`src/rtl/shift_lr_register.sv`:
```
// Bidirectional serial-in / parallel-out shift register with synchronous
// parallel load and hold. Left shifts move data toward the MSB with the
// serial bit entering at bit 0; right shifts move data toward the LSB with
// the serial bit entering at the MSB. The serial output presents the bit
// that would leave the register on the next shift in the selected direction.

module shift_lr_register #(
    parameter int               WIDTH       = 8,
    parameter logic [WIDTH-1:0] RESET_VALUE = {WIDTH{1'b0}}
) (
    input  logic             clk,
    input  logic             rst_n,
    input  logic             en,
    input  logic             load,
    input  logic [WIDTH-1:0] pi,
    input  logic             si,
    input  logic             left_right,
    output logic [WIDTH-1:0] po,
    output logic             so
);

    localparam logic DIR_LEFT  = 1'b0;
    localparam logic DIR_RIGHT = 1'b1;

    logic [WIDTH-1:0] shreg_r;
    logic [WIDTH-1:0] next_s;
    logic             so_s;

    // Next-state selection: parallel load wins over shifting, shifting over hold.
    always_comb begin
        next_s = shreg_r;
        if (load) begin
            next_s = pi;
        end else if (en) begin
            case (left_right)
                DIR_LEFT:  next_s = {shreg_r[WIDTH-2:0], si};
                DIR_RIGHT: next_s = {si, shreg_r[WIDTH-1:1]};
                default:   next_s = shreg_r;
            endcase
        end else begin
            next_s = shreg_r;
        end
    end

    // Register state; reset discards contents immediately, independent of clk.
    always_ff @(posedge clk or negedge rst_n) begin
        if (!rst_n) begin
            shreg_r <= RESET_VALUE;
        end else begin
            shreg_r <= next_s;
        end
    end

    // Outgoing bit follows the direction select with no extra register stage,
    // so a direction change is visible on so before the next edge.
    always_comb begin
        so_s = shreg_r[WIDTH-1];
        case (left_right)
            DIR_LEFT:  so_s = shreg_r[WIDTH-1];
            DIR_RIGHT: so_s = shreg_r[0];
            default:   so_s = shreg_r[WIDTH-1];
        endcase
    end

    assign po = shreg_r;
    assign so = so_s;

endmodule

```
`config.mk`:
```
export PLATFORM = sky130hd
export DESIGN_NAME = shift_lr_register
export DESIGN_NICKNAME = d
export VERILOG_FILES = /design/src/rtl/shift_lr_register.sv
export SDC_FILE = /design/constraint.sdc
export NUM_CORES = 1
export LEC_CHECK = 0
export ABC_AREA = 1
export ABC_CLOCK_PERIOD_IN_PS = 1200
export BUFFER_PORTS_ARGS = -buffer_cell sky130_fd_sc_hd__clkbuf_2
export CAP_MARGIN = 0
export CORE_MARGIN = 5
export CORE_UTILIZATION = 24
export DETAILED_ROUTE_END_ITERATION = 8
export PLACE_DENSITY = 0.53
export SLEW_MARGIN = 20
export SYNTH_ARGS = -nofsm -noshare
export SYNTH_HDL_FRONTEND = slang
export SYNTH_SLANG_ARGS = --single-unit
```
`constraint.sdc`:
```
create_clock -name clk -period 1.2 [get_ports clk]
set_clock_uncertainty 0.15 [all_clocks]
set_input_delay 0.06 -clock clk [delete_from_list [all_inputs] [get_ports clk]]
set_output_delay 0.06 -clock clk [all_outputs]
set_load 0.005 [all_outputs]
```
Word level (Yosys, flattened, before mapping)
Index checks and enable logic that the tools add are counted.
{"block": "classes", "n_mux": 4, "n_bitwise": 1, "reduce_logical": 1}
{"op": "$mux 8", "n": 2}
{"op": "$pmux 8 s2", "n": 1}
{"op": "$pmux 1 s2", "n": 1}
{"op": "$reduce_bool 2->1", "n": 1}
{"op": "$not 1->1", "n": 1}
{"block": "word_totals", "register_bits": 8, "inputBits": 14, "output_inout_bits": 9}

Longest topological paths before layout
{"block": "depth", "word_depth": 4, "mapped_depth": 6}

Least setup slack after synthesis
Ideal clock, no wire load.
{"block": "synth_path", "path_kind": "register to register", "startpoint": "register shreg_r[1] (netlist: po[1])", "endpoint": "register shreg_r[2] (netlist: po[2])", "t_arrival_ns": 0.598, "required_time_ns": 0.929, "slack_ns": 0.331, "path_stages_with_launch": 5, "path_buffers": 0, "path_cell_list": "dfrtp_1 > inv_1 > nand2_1 > nand3_2 > nand2_1"}
{"block": "synth_between", "elab_chain_cells": 3}
{"element": "start, declared", "line_no": "25", "rtl": "logic [WIDTH-1:0] shreg_r;"}
{"element": "start signal, assigned", "line_no": "50", "rtl": "shreg_r <= next_s;"}
{"element": "$pmux 8 s2", "line_no": "35", "rtl": "case (left_right)"}
{"element": "$mux 8", "line_no": "34", "rtl": "end else if (en) begin"}
{"element": "$mux 8", "line_no": "32", "rtl": "if (load) begin"}
No other way between the ends. The select of a mux whose other input is x is not followed.
A chain may end at the register's enable or synchronous reset.

Worst setup path in the final report
{"block": "layout_path", "startpoint": "register shreg_r[0] (netlist: po[0])", "endpoint": "output so"}
{"block": "layout_between", "elab_chain_cells": 1}
{"element": "$pmux 1 s2", "line_no": "58", "rtl": "case (left_right)"}
{"element": "end, declared", "line_no": "19", "rtl": "output logic so"}
No other way between the ends.

==> results.yml <==
status:
  status: "complete, no violations"
setup_path:
  worst_ep_arrival_time_ns: 0.89
  required_ns: 0.99
  cp_max_fo: 4
  regToRegSetupSlack_ns: 0.29
  startpoint_type: "flop"
  r2r_cells: 4
  cpMostUsedCell: "nand2_1"
  critPathKind: "flop to output port"
  path_cells: "nand2_1, nand2_1, clkbuf_2"
  cp_slowest_stage_delay_ns: 0.41
  cp-end-kind: "output port"
  cp_slowest_cell: "dfrtp_1"
global_route:
  grt_pass1_wl_um: 2277
  grtUsageTotal: 0.08962
  grt_pass1_vias: 535
  grt_max_degree: 11
  gr-total-overflow: 0
  antenna_found_initial: 0
synthesis:
  synth_xor_area_frac: 0
  synth_cell_types: 10
  synth_top_family_by_area: "simple AND/OR/NAND/NOR gates"
  ys_warn_count: 0
  synth_fp_nets: 96
  synthTopCellsByArea: "dfrtp_1 (38%), nand2_1 (35%), a21oi_1 (7.7%), inv_1 (7.2%), nor2_4 (4.3%)"
  ys_ff_latch: 8
  synth_fa_ha_area_frac: 0
  synth-compound-area-share: 0.07656
  synth_top_cell_by_area: "dfrtp_1"
  synth_cells: 82
  synth_top_cell_area_share: 0.3828
  yosys-mux-area-fraction: 0
  synth-simple-area-share: 0.4139
  synth-seq-area-share: 0.3828
  syn_avg_cell_area_sq_um: 6.378
  synth_area_sq_um: 523.0
drt:
  vias_per_cell: 4.098
  drt_iter0_markers: 6
  drc: 0
  routed_wl_um: 1371
  drt-pass1-iter-count: 3
  dr_total_vias: 586
  antenna_left: 0
  wl_per_cell_um: 9.587
cts:
  cts_setup_buffers: 0
  cts_tree: "done"
  h-tree-depth: 1
  cts_sinks: 8
  clk_path_buf_depth: 2
  clock_latency_ns: 0.25
  clk_pin_slew_ns: 0.06
  cts_root_buf: "clkbuf_4"
  ctsHoldBuffers: 10
  cts_inserted_buffers: 3
  cts.repair.resized: 0
power:
  p_per_area_nw_per_um2: 941.0
  p_sw_w: 0.0002203
  max-vdd-ir-drop_mv: 0.2996
  p_int_w: 0.0005061
  pwr-share-seq: 0.450
  switching_share: 0.3033
  p_leak_nw: 0.4796
  p_comb_frac: 0.263
  clock_power_share: 0.287
finish:
  drive_above_1_share: 0.2609
  syn2layout_area_growth_pct: 47.61
  layout.nets: 131
  fillers: 246
  multiInputGateArea_sq_um: 256.5
  regArea_sq_um: 200.2
  antennaDiodeCount: 0
  largest_reg_flops: 8
  stdcell_area_sq_um: 772.0
timing:
  timing_hold_violations_final: 0
  worst_pin_slew_ns: 0.2592
  final-setup-viol-count: 0
  rsz0062_at_grt: "no"
  slew_violations: 0
  relSlewSlack: 0.8272
  fmax_mhz: 908.8
  period_minus_slack_ns: 1.100
  setup_tns_ns: 0
  finalCritPeriodShare: 0.9170
placement:
  dp_hpwl_um: 1038
  io_buffer_count: 22
  place.gp.congestion: 0.7528
  post_dp_cell_area_sq_um: 649.4
floorplan:
  dieArea_sq_um: 3213
  die_y_um: 56.68
  die_width_um: 56.68
  initial_core_util: 0.2434
  core_area_sq_um: 2148
  ios: 23
  fp-row-count: 17
hold_path:
  hold_path.class: "primary input to asynchronous set/reset pin"
flow_run:
  maxCapViolations: 0
## power groups by stage
stage	registers (W)	clock network [W]	logic, W
6_report	0.000327	0.000208	0.000191
5_1_grt	0.000334	0.000223	0.000221
4_1_cts	0.000328	0.000214	0.000195
3_5_place_dp	0.000334	0	0.000169
3_3_place_gp	0.000334	0	0.000168
2_1_floorplan	0.000330	0	0.0000955
## per-stage QoR
| step | util | power (W) | cells | hold slack, ns | setup slack (ns) |
|---|---|---|---|---|---|
| 6_report | 0.3593 | 0.0007265 | 143 | 0.03700 | 0.09961 |
| 4_1_cts | 0.3593 | 0.0007379 | 143 | 0.03694 | 0.09393 |
| 3_3_place_gp | 0.3023 | 0.0005021 | 130 | -0.2253 | 0.2923 |
| 5_1_grt | 0.3593 | 0.0007785 | 143 | 0.04527 | 0.05690 |
| 3_5_place_dp | 0.3023 | 0.0005027 | 130 | -0.2213 | 0.2891 |
| 2_1_floorplan | - | 0.0004256 | 82 | -0.3856 | 0.3312 |
## cell type report
type | instances | area share
Timing Repair Buffer | 32 | 0.2723
Clock buffer | 3 | 0.02917
Inverter | 12 | 0.06159
Multi-Input combinational cell | 60 | 0.3323
Sequential cell | 8 | 0.2593
Tap cell | 28 | 0.04538
## kinds of logic (layout without fill, tap and decap cells)
logic type | after synthesis | after routing
compound gates | 8 | 8
flops | 8 | 8
simple gates | 52 | 52
buf+inv | 14 | 47
## final timing paths
check | startpoint | end
setup / recovery | po[0]$_DFFE_PN0P_ | so
hold / removal | rst_n | po[7]$_DFFE_PN0P_
setup reg to reg | po[6]$_DFFE_PN0P_ | po[5]$_DFFE_PN0P_
hold reg to reg | po[2]$_DFFE_PN0P_ | po[2]$_DFFE_PN0P_
max in group asynchronous | rst_n | po[2]$_DFFE_PN0P_
min in group clk | en | po[2]$_DFFE_PN0P_
## layout by cell type, fill, tap and decap left out
cell and n:
nand2_1 49, clkbuf_2 22, inv_1 10, dlygate4sd3_1 10, a21oi_1 8, dfrtp_1 8, clkbuf_4 3, nor2_4 2
inv_4 1, inv_2 1, nand3_2 1
## worst max-delay path: cells and delay by family (launching register included)
family	cells	cell delay, ns
buffers and inverters	1	0.10
AND/OR/NAND/NOR	2	0.13
flip-flops	1	0.41
## routing by layer
layer / track usage / vias up / wire (um)
li1: - / 311 / -
met1: 0.1113 / 260 / 578
met2: 0.1337 / 13 / 673
met3: 0.02989 / 2 / 96
met4: 0.05085 / 0 / 22
met5: 0 / - / 0
## synthesized netlist by cell type, drive strengths merged
cell type	n
nand2	49
nor2	2
inv	12
buf	2
dfrtp	8
a21oi	8
nand3	1
Power figures use the tool's default switching activity.
